--- src/rtl/loader_pkg.sv ---
// Shared types and constants for the serial program loader.
package loader_pkg;

  typedef enum logic [2:0] {
    S_SYNC,
    S_TYPE,
    S_CNT_HI,
    S_CNT_LO,
    S_WORD,
    S_COMMIT
  } state_t;

  localparam logic [7:0] T_INST = 8'h01;
  localparam logic [7:0] T_DATA = 8'h02;
  localparam logic [7:0] T_RUN  = 8'h03;

  localparam logic [7:0] SYNC_DEF      = 8'hA5;
  localparam int         MAX_WORDS_DEF = 2048;
  localparam int         ADDR_W        = 11;

endpackage

--- src/rtl/program_loader_if.sv ---
// Host byte stream plus memory write bus of the program loader.
interface program_loader_if;
  import loader_pkg::*;

  logic              byte_valid;
  logic [7:0]        byte_data;
  logic              byte_ready;
  logic              inst_load;
  logic              data_load;
  logic [ADDR_W-1:0] load_addr;
  logic [31:0]       data;

  modport master (
    output byte_valid, byte_data,
    input  byte_ready, inst_load, data_load, load_addr, data
  );

  modport slave (
    input  byte_valid, byte_data,
    output byte_ready, inst_load, data_load, load_addr, data
  );

endinterface

--- src/rtl/program_loader_word_assembler.sv ---
// Big-endian byte-to-word assembler with a 2-bit byte counter.
module word_assembler (
  input  logic        clk,
  input  logic        rst,
  input  logic        clr,
  input  logic        shift,
  input  logic [7:0]  byte_in,
  output logic [31:0] word_next,
  output logic        word_done
);

  logic [23:0] sr;
  logic [1:0]  cnt;

  // The fourth byte completes the word combinationally on its handshake
  assign word_next = {sr, byte_in};
  assign word_done = shift && (cnt == 2'd3);

  always_ff @(posedge clk or posedge rst) begin
    if (rst) begin
      sr  <= '0;
      cnt <= '0;
    end else if (clr) begin
      sr  <= '0;
      cnt <= '0;
    end else if (shift) begin
      sr  <= word_next[23:0];
      cnt <= cnt + 2'd1;
    end
  end

endmodule

--- src/rtl/program_loader.sv ---
// Frame parser that streams host bytes into instruction/data memories.
module program_loader
  import loader_pkg::*;
#(
  parameter logic [7:0] SYNC_BYTE = SYNC_DEF,
  parameter int         MAX_WORDS = MAX_WORDS_DEF
) (
  input  logic clk,
  input  logic rst,
  program_loader_if.slave bus,
  output logic cpu_rst,
  output logic busy,
  output logic err
);

  localparam logic [15:0] MAX_W = 16'(MAX_WORDS);

  state_t            state;
  logic              target;
  logic [ADDR_W-1:0] addr;
  logic [15:0]       remain;
  logic [7:0]        cnt_hi;
  logic              byte_ready;
  logic              inst_load;
  logic              data_load;
  logic [ADDR_W-1:0] load_addr;
  logic [31:0]       data;

  logic        fire;
  logic [7:0]  b;
  logic [15:0] count;
  logic        bad_cnt;
  logic        clr;
  logic        shift;
  logic [31:0] word_next;
  logic        word_done;

  assign b       = bus.byte_data;
  assign fire    = bus.byte_valid && byte_ready;
  assign count   = {cnt_hi, b};
  assign bad_cnt = (count == 16'd0) || (count > MAX_W);
  assign clr     = fire && (state == S_CNT_LO);
  assign shift   = fire && (state == S_WORD);

  assign bus.byte_ready = byte_ready;
  assign bus.inst_load  = inst_load;
  assign bus.data_load  = data_load;
  assign bus.load_addr  = load_addr;
  assign bus.data       = data;

  word_assembler u_asm (
    .clk       (clk),
    .rst       (rst),
    .clr       (clr),
    .shift     (shift),
    .byte_in   (b),
    .word_next (word_next),
    .word_done (word_done)
  );

  always_ff @(posedge clk or posedge rst) begin
    if (rst) begin
      state      <= S_SYNC;
      cpu_rst    <= 1'b1;
      byte_ready <= 1'b1;
      busy       <= 1'b0;
      err        <= 1'b0;
      inst_load  <= 1'b0;
      data_load  <= 1'b0;
      load_addr  <= '0;
      data       <= '0;
      target     <= 1'b0;
      addr       <= '0;
      remain     <= '0;
      cnt_hi     <= '0;
    end else begin
      err       <= 1'b0;
      inst_load <= 1'b0;
      data_load <= 1'b0;
      unique case (state)
        S_SYNC: begin
          if (fire && b == SYNC_BYTE) begin
            state <= S_TYPE;
            busy  <= 1'b1;
          end
        end
        S_TYPE: begin
          if (fire) begin
            unique case (1'b1)
              (b == T_INST || b == T_DATA): begin
                target  <= (b == T_DATA);
                cpu_rst <= 1'b1;
                state   <= S_CNT_HI;
              end
              (b == T_RUN): begin
                cpu_rst <= 1'b0;
                state   <= S_SYNC;
                busy    <= 1'b0;
              end
              default: begin
                err   <= 1'b1;
                state <= S_SYNC;
                busy  <= 1'b0;
              end
            endcase
          end
        end
        S_CNT_HI: begin
          if (fire) begin
            cnt_hi <= b;
            state  <= S_CNT_LO;
          end
        end
        S_CNT_LO: begin
          if (fire) begin
            if (bad_cnt) begin
              err   <= 1'b1;
              state <= S_SYNC;
              busy  <= 1'b0;
            end else begin
              addr   <= '0;
              remain <= count;
              state  <= S_WORD;
            end
          end
        end
        S_WORD: begin
          // Strobe and word are registered on the 4th byte handshake
          if (word_done) begin
            state      <= S_COMMIT;
            byte_ready <= 1'b0;
            load_addr  <= addr;
            data       <= word_next;
            inst_load  <= !target;
            data_load  <= target;
          end
        end
        S_COMMIT: begin
          addr       <= addr + 11'd1;
          remain     <= remain - 16'd1;
          byte_ready <= 1'b1;
          if (remain == 16'd1) begin
            state <= S_SYNC;
            busy  <= 1'b0;
          end else begin
            state <= S_WORD;
          end
        end
        default: begin
          state      <= S_SYNC;
          byte_ready <= 1'b1;
          busy       <= 1'b0;
        end
      endcase
    end
  end

endmodule

--- src/flat_wrapper.sv ---
// flat-port wrapper written by rule: the top's interface ports become plain ports
module program_loader_flat import loader_pkg::*;
#(
  parameter logic [7:0] SYNC_BYTE = SYNC_DEF,
  parameter int         MAX_WORDS = MAX_WORDS_DEF
)
  (clk, rst, cpu_rst, busy, err, bus_byte_valid, bus_byte_data, bus_byte_ready, bus_inst_load, bus_data_load, bus_load_addr, bus_data);
  program_loader_if bus_i ();
  input  logic clk;
  input  logic rst;
  output logic cpu_rst;
  output logic busy;
  output logic err;
  input wire logic [$bits(bus_i.byte_valid)-1:0] bus_byte_valid;
  input wire logic [$bits(bus_i.byte_data)-1:0] bus_byte_data;
  output wire logic [$bits(bus_i.byte_ready)-1:0] bus_byte_ready;
  output wire logic [$bits(bus_i.inst_load)-1:0] bus_inst_load;
  output wire logic [$bits(bus_i.data_load)-1:0] bus_data_load;
  output wire logic [$bits(bus_i.load_addr)-1:0] bus_load_addr;
  output wire logic [$bits(bus_i.data)-1:0] bus_data;
  assign bus_i.byte_valid = bus_byte_valid;
  assign bus_i.byte_data = bus_byte_data;
  assign bus_byte_ready = bus_i.byte_ready;
  assign bus_inst_load = bus_i.inst_load;
  assign bus_data_load = bus_i.data_load;
  assign bus_load_addr = bus_i.load_addr;
  assign bus_data = bus_i.data;
  program_loader #(.SYNC_BYTE(SYNC_BYTE), .MAX_WORDS(MAX_WORDS)) u_core (.clk(clk), .rst(rst), .bus(bus_i), .cpu_rst(cpu_rst), .busy(busy), .err(err));
endmodule
--- config.mk ---
export PLATFORM = sky130hd
export DESIGN_NAME = program_loader_flat
export DESIGN_NICKNAME = d
export VERILOG_FILES = /design/src/rtl/loader_pkg.sv /design/src/rtl/program_loader_if.sv /design/src/rtl/program_loader_word_assembler.sv /design/src/rtl/program_loader.sv /design/src/flat_wrapper.sv
export SDC_FILE = /design/constraint.sdc
export NUM_CORES = 1
export LEC_CHECK = 0
export ABC_AREA = 1
export CAP_MARGIN = 40
export CORE_MARGIN = 4
export CORE_UTILIZATION = 57
export DETAILED_ROUTE_END_ITERATION = 16
export PLACE_DENSITY = 0.9
export SLEW_MARGIN = 20
export SYNTH_ARGS = -nofsm -noshare
export SYNTH_HDL_FRONTEND = slang
export SYNTH_HIERARCHICAL = 1
export SYNTH_SLANG_ARGS = --single-unit
--- constraint.sdc ---
create_clock -name clk -period 2.9 [get_ports clk]
set_input_delay 0.29 -clock clk [delete_from_list [all_inputs] [get_ports clk]]
set_output_delay 0.29 -clock clk [all_outputs]
set_load 0.02 [all_outputs]
-- Word-level counts from Yosys, hierarchy flattened
Cells that the tools add are included.
W data, S select, Z words.
- register bits: 114
- input bits: 11
- add/sub/neg operators: 3
- $lt $le $gt $ge: 1
- equal/unequal tests: 20
- mux-type cells: 38
- bitwise gates (word level): 2
- reduce and logical (&&, ||, !) cells: 24
- operators with widths (kind ; count):
    $mux W24 ; 2
    $mux W16 ; 2
    $pmux W16 S2 ; 1
    $mux W11 ; 2
    $pmux W11 S2 ; 1
    $mux W3 ; 7
    $pmux W3 S6 ; 1
    $eq A16 B1 Y1 const B ; 1
    $eq A8 B2 Y1 const B ; 2
    $gt A16 B12 Y1 const B ; 1
    $logic_not A16 Y1 ; 1
    $sub A16 B1 Y16 const B ; 1
    $mux W1 ; 15
    $ne A2 B1 Y1 const B ; 6
    $add A11 B1 Y11 const B ; 1
    $reduce_and A3 Y1 ; 3
    $eq A8 B1 Y1 const B ; 1
    $eq A8 B8 Y1 const B ; 1
    $reduce_and A7 Y1 ; 1
    $eq A3 B2 Y1 const B ; 2
    $eq A3 B3 Y1 const B ; 2
    $mux W2 ; 3
    $ne A2 B2 Y1 const B ; 3
    $pmux W1 S2 ; 3
    other kinds (14) ; 25

-- Longest topological paths before layout
Gate-level depths: netlist (run 1).
- word-level depth: 6
- mapped depth: 13
- depth with buffers taken out: 11

-- Cells and area by module
The synthesis (run 1) kept the hierarchy.
- modules (own cells, without submodules) (module ; instances ; cells each ; area an instance (sq um) ; seq. area each (sq um)):
    program_loader ; 1 ; 463 ; 4395.5 ; 2204.6
    word_assembler ; 1 ; 126 ; 1132.3 ; 650.6

-- Least setup slack after synthesis (run 1)
No wires, ideal clock.
- path kind: register to register
- start: register u_core.byte_ready, in the netlist u_core/bus.byte_ready
- end: register u_core.data[10], in the netlist u_core/bus.data[10]
- data arrival time: 2.012 ns
- setup slack: 0.762 ns
- stages on the path, launching flop included: 10
- period minus slack after synthesis: 2.138 ns
- path through: dfstp_2 > nand2_1 > nor3_1 > buf_6 > buf_2 > nand2_1 > inv_1 > nand2_4 > buf_6 > mux2_4
- cells in the longest elaborated chain, start to end: 4
- ends and longest elaborated chain (what ; line ; text):
    from (decl) ; program_loader.sv:23 ; logic byte_ready;
    from (signal assigned) ; program_loader.sv:65 ; byte_ready <= 1'b1;
    from (signal assigned) ; program_loader.sv:131 ; byte_ready <= 1'b0;
    from (signal assigned) ; program_loader.sv:141 ; byte_ready <= 1'b1;
    $logic_and A1 B1 Y1 ; program_loader.sv:39 ; assign fire = bus.byte_valid && byte_ready;
    $logic_and A1 B1 Y1 ; program_loader.sv:43 ; assign shift = fire && (state == S_WORD);
    via u_core.shift ; program_loader.sv:34 ; logic shift;
    $logic_and A1 B1 Y1 ; program_loader_word_assembler.sv:17 ; assign word_done = shift && (cnt == 2'd3);
    via u_core.word_done ; program_loader.sv:36 ; logic word_done;
    $reduce_and A2 Y1 (no line) ; -- ;
    to (signal assigned) ; program_loader.sv:133 ; data <= word_next;
    to (decl) ; program_loader.sv:27 ; logic [31:0] data;
The timed path passes the listed nets, and every way through them passes these cells.
A chain may end at the register's enable or synchronous reset.

-- Worst setup path in the final report (run 1)
- start: register u_core.byte_ready, in the netlist u_core/bus.byte_ready
- end: register u_core.data[0], in the netlist u_core/bus.data[0]
Same word-level chain as after synthesis.

==> results.txt, run 1 <==
Outcome = completed
Via count = 4403
PostCTS Resize Cnt = 0
TritonCTS Buffers = 17
Prevailing post-synth register cell = dfrtp_1
Seq cells post-synth = 114
CTS tree = built
DR DRC count = 0
Router iterations before antenna repair = 5
Clock skew = 7.94 ps
CP Launch Point = u_core/bus.byte_ready
CTS root buf = clkbuf_8
Detail Route Antenna Nets = 0
Mapped Avg Cell Area = 9.39 sq um
Worst Hold Class = in -> async
Setup Buffers After CTS = 0
Largest net degree at the start of global routing = 54
First-pass GRT wire length = 21500 um
Hpwl dp = 8220 um
CP startpoint kind = register
FF+latch area = 2860 sq um
RR Startpoint = u_core/bus.byte_ready
Pleak = 3.41 nW
PwrDens = 705 nW/um^2
Fmax = 451 MHz
EDFF count, synth = 0
Initial Util = 0.593
Congestion Overflow GR = 0
Worst slew margin = 0.459
Register area share after synthesis = 0.517
Vias per cell = 5.59
# IOs = 60
# Max-Cap Violations = 0
Hold_buf cts = 0
WL per Instance = 16.4 um
Largest incremental delay on the critical path = 550 ps
Ys async rst share = 1.00
Most used cell, CP = nand2_1
Worst-path clk slew = 60 ps
Share of the synthesized area in the top cell type = 0.507
Fillers = 650
Slew @ Worst Pin = 811 ps
Layout cells sized above 1 = 0.158
Yosys cell types = 35
Worst EP required = 3290 ps
Die Area = 11300 sq um
Total negative slack = 0 ps
Die X = 106 um
Inst Count DP = 754
Part of the cycle the worst path needs = 0.765
CP Cell Sequence = nand2_1 -> nor3_2 -> nand2_1 -> inv_1 -> nand2_4 -> mux2_4
Final slew viol count = 0
Vias in the first global route = 4398
Worst EP arrival = 2610 ps
Synth cell count leaders = nand2_1 (158), dfrtp_1 (112), nand3_1 (57)
Slowest-stage cell, CP = dfstp_2
Final setup vio count = 0
H-tree Lvls = 4
Final non-filler cell total = 787
Maximum fanout along the worst path = 53
Area growth syn-to-layout = 20.9%
WL final = 12900 um
Multi-input logic area = 2240 sq um
Hold Fails Final Rpt = 0
Count leader, synth = nand2_1
Yosys top cell by area = dfrtp_1
Setup crit end kind = register
R2r endpoint = u_core/bus.data[0]
Die height = 106 um
Nets = 660
DRT iter0 DRCs = 371
Tot GR Track Use = 0.241
Antenna violations before repair = 0
Synthesized Nets = 604
Depth of the most critical reg-to-reg path = 6
Core area = 9330 sq um
RSZ-0062 raised after global routing = false
CTS Sinks = 114
Cells after synthesis = 589
Final GP Congestion = 0.922
Clock Latency Late Sink = 520 ps
Minimum clock period = 2220 ps
Ant diodes = 0
Clock tree buffer depth = 2
Synth Warn # = 6
VDD IR max = 0.401 mV
Synth top area cells = dfrtp_1 (51%), nand2_1 (11%), mux2_4 (8.7%)
Floorplan row count = 35
Crit Path Class = reg -> reg
FF-to-FF setup slack = 680 ps
Port Buf Inserts = 59
CP endpoint = u_core/bus.data[0]
Mapped Area = 5530 sq um
==> through the flow <==
stage               area [sq um]   util  power (mW)  hold WS, ps  worst slack, ps
floorplan                   5530      -        2.60          330              335
global placement            6100  0.654        2.76          457              569
detailed placement          6120  0.656        2.81          460              523
CTS                         6660  0.714        4.72          219              697
global route                6680  0.716        4.93         12.3              536
finish                      6680  0.716        4.71         17.5              680
==> routing by layer <==
metal / track usage / up-vias / wire length [um]
li1: - / 2013 / -
met1: 0.312 / 2174 / 5450
met2: 0.395 / 190 / 6420
met3: 0.0534 / 26 / 782
met4: 0.100 / 0 / 283
met5: 0 / - / 0
==> placed cells by master (no fill, tap or decap), drive strengths merged, types with 5 or more instances in the layout <==
| cell | instances |
|---|---|
| buf | 5 |
| dfrtp | 112 |
| a21oi | 6 |
| nand3 | 59 |
| nand2 | 160 |
| o21ai | 45 |
| mux2 | 36 |
| nor2 | 49 |
| clkbuf | 19 |
| nor3 | 9 |
| nand4 | 7 |
| clkdlybuf4s50 | 59 |
| clkinv | 5 |
| inv | 64 |
==> worst min-delay path by stage <==
| stage | end | slack [ps] | cells past startpoint |
|---|---|---|---|
| floorplan | u_core/u_asm/cnt[0] | 330 | 1 |
| global route | u_core/bus.data_load | 10 | 2 |
| finish | u_core/bus.load_addr[5] | 20 | 2 |
| global placement | u_core/u_asm/sr[17] | 460 | 2 |
| detailed placement | u_core/u_asm/sr[17] | 460 | 2 |
| CTS | u_core/u_asm/sr[14] | 220 | 2 |
==> critical path: cells and delay by family, from the launching register on <==
| family | cells | cell delay, ps |
|---|---|---|
| AND/OR/NAND/NOR | 4 | 920 |
| buffers and inverters | 1 | 110 |
| multiplexers | 1 | 470 |
| flip-flops | 1 | 550 |
==> kinds of logic (layout without fill, tap and decap cells) <==
family | after synthesis | after routing | share of synthesized area
and+or+nand+nor | 288 | 288 | 0.232
DFF | 114 | 114 | 0.517
buffers and inverters | 87 | 156 | 0.0799
AOI/OAI and AO/OA | 54 | 54 | 0.0579
muxes | 37 | 37 | 0.0969
xor gates and xnor gates | 5 | 5 | 0.00792
adders and majority gates | 4 | 4 | 0.00905
==> registers in the layout (all words and copies together) (netlist names) <==
| name | flops |
|---|---|
| u_core/addr | 11 |
| u_core/bus.byte_ready | 1 |
| u_core/bus.data | 32 |
| u_core/bus.data_load | 1 |
| u_core/bus.inst_load | 1 |
| u_core/bus.load_addr | 11 |
| u_core/busy | 1 |
| u_core/cnt_hi | 8 |
| u_core/cpu_rst | 1 |
| u_core/err | 1 |
| u_core/remain | 16 |
| u_core/state | 3 |
| u_core/target | 1 |
| u_core/u_asm/cnt | 2 |
| u_core/u_asm/sr | 24 |
==> report_power, final <==
group / leakage [nW] / switching (mW) / internal [mW] / total (mW)
combinational: 1.67 / 0.521 / 0.290 / 0.812
clock: 0.258 / 0.771 / 1.10 / 1.88
sequential: 1.48 / 0.212 / 1.81 / 2.02
total: 3.41 / 1.50 / 3.20 / 4.71
==> final cells by class <==
cell class                      instances  area share
Timing Repair Buffer                   64      0.0989
Tap cell                              129      0.0242
Multi-Input combinational cell        388       0.335
Inverter                               60      0.0339
Sequential cell                       114       0.427
Clock inverter                         13      0.0152
Clock buffer                           19      0.0661
No activity file was read; power rests on OpenSTA's default activity.
==> run 2, diff against run 1 <==
==> constraint.sdc (replaced) <==
create_clock -name clk -period 2.1 [get_ports clk]
set_input_delay 0.21 -clock clk [delete_from_list [all_inputs] [get_ports clk]]
set_output_delay 0.21 -clock clk [all_outputs]
set_load 0.02 [all_outputs]
==> results.txt, run 2 (synthesis results as in run 1) <==
TritonCTS Buffers = 17 (unchanged)
Core area = 9330 sq um (unchanged)
# IOs = 60 (unchanged)
Via count = 4558 (+3.5%)
Port Buf Inserts = 59 (unchanged)
Worst Path Buf+Inv = 1 (unchanged)
Clock Latency Late Sink = 520 ps (about the same)
Die Area = 11300 sq um (unchanged)
RR Startpoint = u_core/state[0]
Vias in the first global route = 4478 (+1.8%)
Pwr Total = 6.97 mW (+48%)
PwrDens = 1010 nW/um^2 (+44%)
WL final = 14000 um (+8.4%)
Largest incremental delay on the critical path = 610 ps (+60 ps)
Largest Register = u_core/bus.data
Outcome = completed
Layout cells sized above 1 = 0.177 (+0.0188)
Hold_buf cts = 0 (unchanged)
Clock tree buffer depth = 2 (unchanged)
Floorplan row count = 35 (unchanged)
H-tree Lvls = 4 (unchanged)
VDD IR max = 0.664 mV (+65%)
Clock skew = 10.2 ps (+2.25 ps)
FF+latch area = 2860 sq um (unchanged)
Detail Route Antenna Nets = 0 (unchanged)
Maximum fanout along the worst path = 2 (-96%)
Depth of the most critical reg-to-reg path = 8 (+2)
Hpwl dp = 8780 um (+6.7%)
Ant diodes = 0 (unchanged)
Delay-heaviest family, CP = buffers and inverters
Total negative slack = 0 ps (unchanged)
Final slew viol count = 0 (unchanged)
Nets = 675 (+2.3%)
CP Launch Point = u_core/cpu_rst
Setup crit end kind = output pin
Final GP Congestion = 0.883 (-4.2%)
Hold Fails Final Rpt = 0 (unchanged)
Inst Count DP = 770 (+2.1%)
CP startpoint kind = register
Worst EP arrival = 1680 ps (-930 ps)
Area growth syn-to-layout = 24.4%
Congestion Overflow GR = 0 (unchanged)
# Max-Cap Violations = 0 (unchanged)
Part of the cycle the worst path needs = 0.900
Final non-filler cell total = 802 (+1.9%)
Commonest cells after routing, fill and taps aside = nand2_1 (158), dfrtp_1 (112), clkdlybuf4s50_1 (59)
WL per Instance = 17.5 um (+6.4%)
Die X = 106 um (unchanged)
R2r endpoint = u_core/bus.data[9]
CTS Sinks = 114 (unchanged)
PostCTS Resize Cnt = 0 (unchanged)
Largest register FFs = 32 (unchanged)
Crit Path Class = reg -> out
RSZ-0062 raised after global routing = false
Worst slew margin = 0.622 (+0.163)
Final setup vio count = 0 (unchanged)
Fillers = 614 (-5.5%)
Initial Util = 0.593 (unchanged)
Pleak = 3.52 nW (+3.2%)
Largest regs = u_core/bus.data (32), u_core/u_asm/sr (24), u_core/remain (16)
Worst Hold Class = in -> async
CTS root buf = clkbuf_8
Tot GR Track Use = 0.255 (+0.0140)
Die height = 106 um (unchanged)
Slowest-stage cell, CP = clkdlybuf4s50_1
Fmax = 529 MHz
Worst-path clk slew = 60 ps (about the same)
Largest net degree at the start of global routing = 30 (-44%)
Slew @ Worst Pin = 565 ps (-246 ps)
Router iterations before antenna repair = 5 (unchanged)
Most common cell after layout, fill and taps aside = nand2_1
DR DRC count = 0 (unchanged)
Multi-input logic area = 2240 sq um (unchanged)
First-pass GRT wire length = 22500 um (+4.8%)
FF-to-FF setup slack = 210 ps (-470 ps)
CP Cell Sequence = clkdlybuf4s50_1
Antenna violations before repair = 0 (unchanged)
Vias per cell = 5.68 (+1.6%)
Crit path depth = 1 (-5)
Setup Buffers After CTS = 0 (unchanged)
DRT iter0 DRCs = 384 (+3.5%)
CP endpoint = cpu_rst
Minimum clock period = 1890 ps
Worst EP required = 1890 ps (-1400 ps)
CTS tree = built
## run 2: per-layer routing
metal / vias up / track usage / routed length (um)
met2: 226 / 0.430 / 7080
met1: 2240 / 0.318 / 5660
li1: 2049 / - / -
met4: 0 / 0.105 / 422
met5: - / 0 / 0
met3: 43 / 0.0577 / 862
## run 2: worst min path at each step
stage / to / slack (ps) / depth (start not counted)
6_report: u_core/bus.data[9] / 140 / 2
5_1_grt: u_core/bus.data[8] / 150 / 2
4_1_cts: u_core/remain[15] / 130 / 2
3_5_place_dp: u_core/u_asm/sr[16] / 470 / 2
3_3_place_gp: u_core/u_asm/sr[20] / 460 / 2
2_1_floorplan: u_core/u_asm/cnt[0] / 250 / 1
## run 2: layout make-up
cell class	instances	area share
Clock inverter	15	0.0298
Sequential cell	114	0.415
Multi-Input combinational cell	388	0.325
Timing Repair Buffer	79	0.113
Inverter	60	0.0333
Tap cell	129	0.0235
Clock buffer	17	0.0602
## run 2: per-stage QoR
stage / worst slack, ps / util / hold slack (ps) / cell area [sq um]
floorplan: 1.92 / - / 250 / 5540
global placement: 142 / 0.671 / 456 / 6260
detailed placement: 70.6 / 0.671 / 467 / 6260
CTS: 189 / 0.737 / 128 / 6880
global route: 94.4 / 0.737 / 149 / 6880
finish: 210 / 0.737 / 145 / 6880
## run 2: power by group
part / switching (mW) / internal [mW]
registers: 0.298 / 2.50
logic: 0.731 / 0.415
clock network: 1.09 / 1.94
==> run 3, diff against run 2 <==
--- a/config.mk
+++ b/config.mk
@@ -8,9 +8,9 @@
 export ABC_AREA = 1
 export CAP_MARGIN = 40
 export CORE_MARGIN = 4
-export CORE_UTILIZATION = 57
+export CORE_UTILIZATION = 55
 export DETAILED_ROUTE_END_ITERATION = 16
-export PLACE_DENSITY = 0.9
+export PLACE_DENSITY = 0.88
 export SLEW_MARGIN = 20
 export SYNTH_ARGS = -nofsm -noshare
 export SYNTH_HDL_FRONTEND = slang
==> results.txt, run 3 (synthesis results as in run 1) <==
Worst Hold Class = in -> async
Setup crit end kind = register
Die height = 108 um (+1.7%)
Clock tree buffer depth = 2 (unchanged)
WL per Instance = 17.2 um (-1.7%)
CTS root buf = clkbuf_8
Internal power component = 4.64 mW (-4.3%)
Crit Path Class = reg -> reg
Die X = 108 um (+1.7%)
Maximum fanout along the worst path = 23 (+21)
Register share of total power = 0.415 (+0.014)
Initial Util = 0.566 (-0.0271)
Hpwl dp = 8720 um (-0.69%)
Most common cell after layout, fill and taps aside = nand2_1
Final Util = 0.699 (-0.0390)
Vias in the first global route = 4572 (+2.1%)
Clock skew = 6.75 ps (-3.43 ps)
Multi-input logic area = 2240 sq um (unchanged)
Final slew viol count = 0 (unchanged)
Hold WS = 85.0 ps (-59.8 ps)
VDD IR max = 0.706 mV (+6.4%)
WL final = 13800 um (-1.4%)
Congestion Overflow GR = 0 (unchanged)
RSZ-0062 raised after global routing = false
Worst EP arrival = 2360 ps (+680 ps)
# IOs = 60 (unchanged)
Commonest cells after routing, fill and taps aside = nand2_1 (158), dfrtp_1 (112), clkdlybuf4s50_1 (59)
Outcome = completed
Largest register FFs = 32 (unchanged)
Worst-path clk slew = 60 ps (about the same)
DRT iter0 DRCs = 519 (+35%)
Vias per cell = 5.66 (-0.42%)
Combinational power share = 0.171 (+0.007)
CTS Sinks = 114 (unchanged)
Pleak = 3.49 nW (-0.69%)
Worst EP required = 2530 ps (+640 ps)
Setup Buffers After CTS = 0 (unchanged)
H-tree Lvls = 4 (unchanged)
Largest regs = u_core/bus.data (32), u_core/u_asm/sr (24), u_core/remain (16)
Largest Register = u_core/bus.data
Largest net degree at the start of global routing = 52 (+73%)
Ant diodes = 0 (unchanged)
Depth of the most critical reg-to-reg path = 7 (-1)
Fmax = 520 MHz (-1.7%)
Floorplan row count = 36 (+2.9%)
RR Startpoint = u_core/bus.byte_ready
R2r endpoint = u_core/remain[2]
First-pass GRT wire length = 22500 um (+0.31%)
Final GP Congestion = 0.973 (+10%)
Total negative slack = 0 ps (unchanged)
Inst Count DP = 772 (+0.26%)
Die Area = 11700 sq um (+3.4%)
Detail Route Antenna Nets = 0 (unchanged)
Core area = 9770 sq um (+4.8%)
CP startpoint kind = register
Switch share = 0.312 (+0.00821)
Area growth syn-to-layout = 23.5%
Hold Fails Final Rpt = 0 (unchanged)
Final non-filler cell total = 804 (+0.25%)
PostCTS Resize Cnt = 0 (unchanged)
Router iterations before antenna repair = 5 (unchanged)
Minimum clock period = 1920 ps (+32.9 ps)
Slew @ Worst Pin = 571 ps (+5.62 ps)
Tot GR Track Use = 0.251 (-0.00459)
Via count = 4550 (-0.18%)
Antenna violations before repair = 0 (unchanged)
Port Buf Inserts = 59 (unchanged)
CTS tree = built
Hold_buf cts = 0 (unchanged)
# Max-Cap Violations = 0 (unchanged)
Worst slew margin = 0.619 (-0.00375)
FF-to-FF setup slack = 180 ps (-30 ps)
DR DRC count = 0 (unchanged)
Clock Latency Late Sink = 520 ps (about the same)
FF+latch area = 2860 sq um (unchanged)
Psw = 2.10 mW (-0.58%)
PwrDens = 988 nW/um^2 (-2.5%)
TritonCTS Buffers = 17 (unchanged)
Part of the cycle the worst path needs = 0.916 (+0.0157)
Final setup vio count = 0 (unchanged)
Layout cells sized above 1 = 0.174 (-0.00245)
Nets = 673 (-0.30%)
Fillers = 680 (+11%)
Clock share of power = 0.413 (-0.021)
-- run 3: cell count changes in the layout (fill, tap and decap cells not counted) --
cell       delta
inv_6         +1
clkbuf_8      +1
clkinv_2      +1
buf_4         -2
clkinv_4      -1
bufinv_16     -2
-- run 3: per-layer routing --
layer | wire length, um | GRT usage | share of wire | up-vias
met4 | 623 | 0.131 | 0.045 | 0
li1 | - | - | - | 2034
met3 | 1080 | 0.0704 | 0.078 | 68
met1 | 5370 | 0.307 | 0.39 | 2182
met5 | 0 | 0 | 0 | -
met2 | 6750 | 0.405 | 0.49 | 266
-- run 3: layout make-up --
class / instances / share of cell area
timing repair buffer: 77 / 0.112
inverter: 60 / 0.0335
tap: 133 / 0.0244
clock inverter: 14 / 0.0220
sequential: 114 / 0.418
multi-input combinational: 388 / 0.327
clock buffer: 18 / 0.0627
-- run 3: power by group through the flow --
stage / logic [mW] / clock network [mW] / registers, mW
finish: 1.15 / 2.79 / 2.80
detailed placement: 1.10 / 0 / 2.81
global placement: 1.05 / 0 / 2.79
floorplan: 0.838 / 0 / 2.75
global route: 1.29 / 2.92 / 2.83
CTS: 1.14 / 2.82 / 2.79
-- run 3: worst max path at each step --
| stage | cells after the start | startpoint | slack (ps) | to |
|---|---|---|---|---|
| after floorplan | 9 | u_core/bus.byte_ready | 2 | u_core/bus.data[10] |
| after global placement | 9 | bus_byte_data[6] | 140 | u_core/remain[7] |
| after detailed placement | 9 | bus_byte_data[6] | 40 | u_core/remain[7] |
| after CTS | 1 | u_core/cpu_rst | 190 | cpu_rst |
| after global routing | 7 | u_core/bus.byte_ready | 30 | u_core/remain[7] |
| final | 7 | u_core/bus.byte_ready | 180 | u_core/remain[2] |
-- run 3: stage by stage --
| stage | power [mW] | cell area [sq um] | setup WS [ps] |
|---|---|---|---|
| after CTS | 6.75 | 6830 | 185 |
| after floorplan | 3.59 | 5540 | 1.92 |
| final | 6.75 | 6830 | 177 |
| after detailed placement | 3.91 | 6250 | 42.0 |
| after global placement | 3.84 | 6250 | 137 |
| after global routing | 7.04 | 6830 | 30.4 |
-- run 3: critical path, stage by stage (launching register included) --
cell and delay [ps]:
dfstp_2 540, nand2_1 90, buf_4 170, nor3_4 300, nand3_4 320, nand2_4 260
nand2_1 70, o21ai_0 80
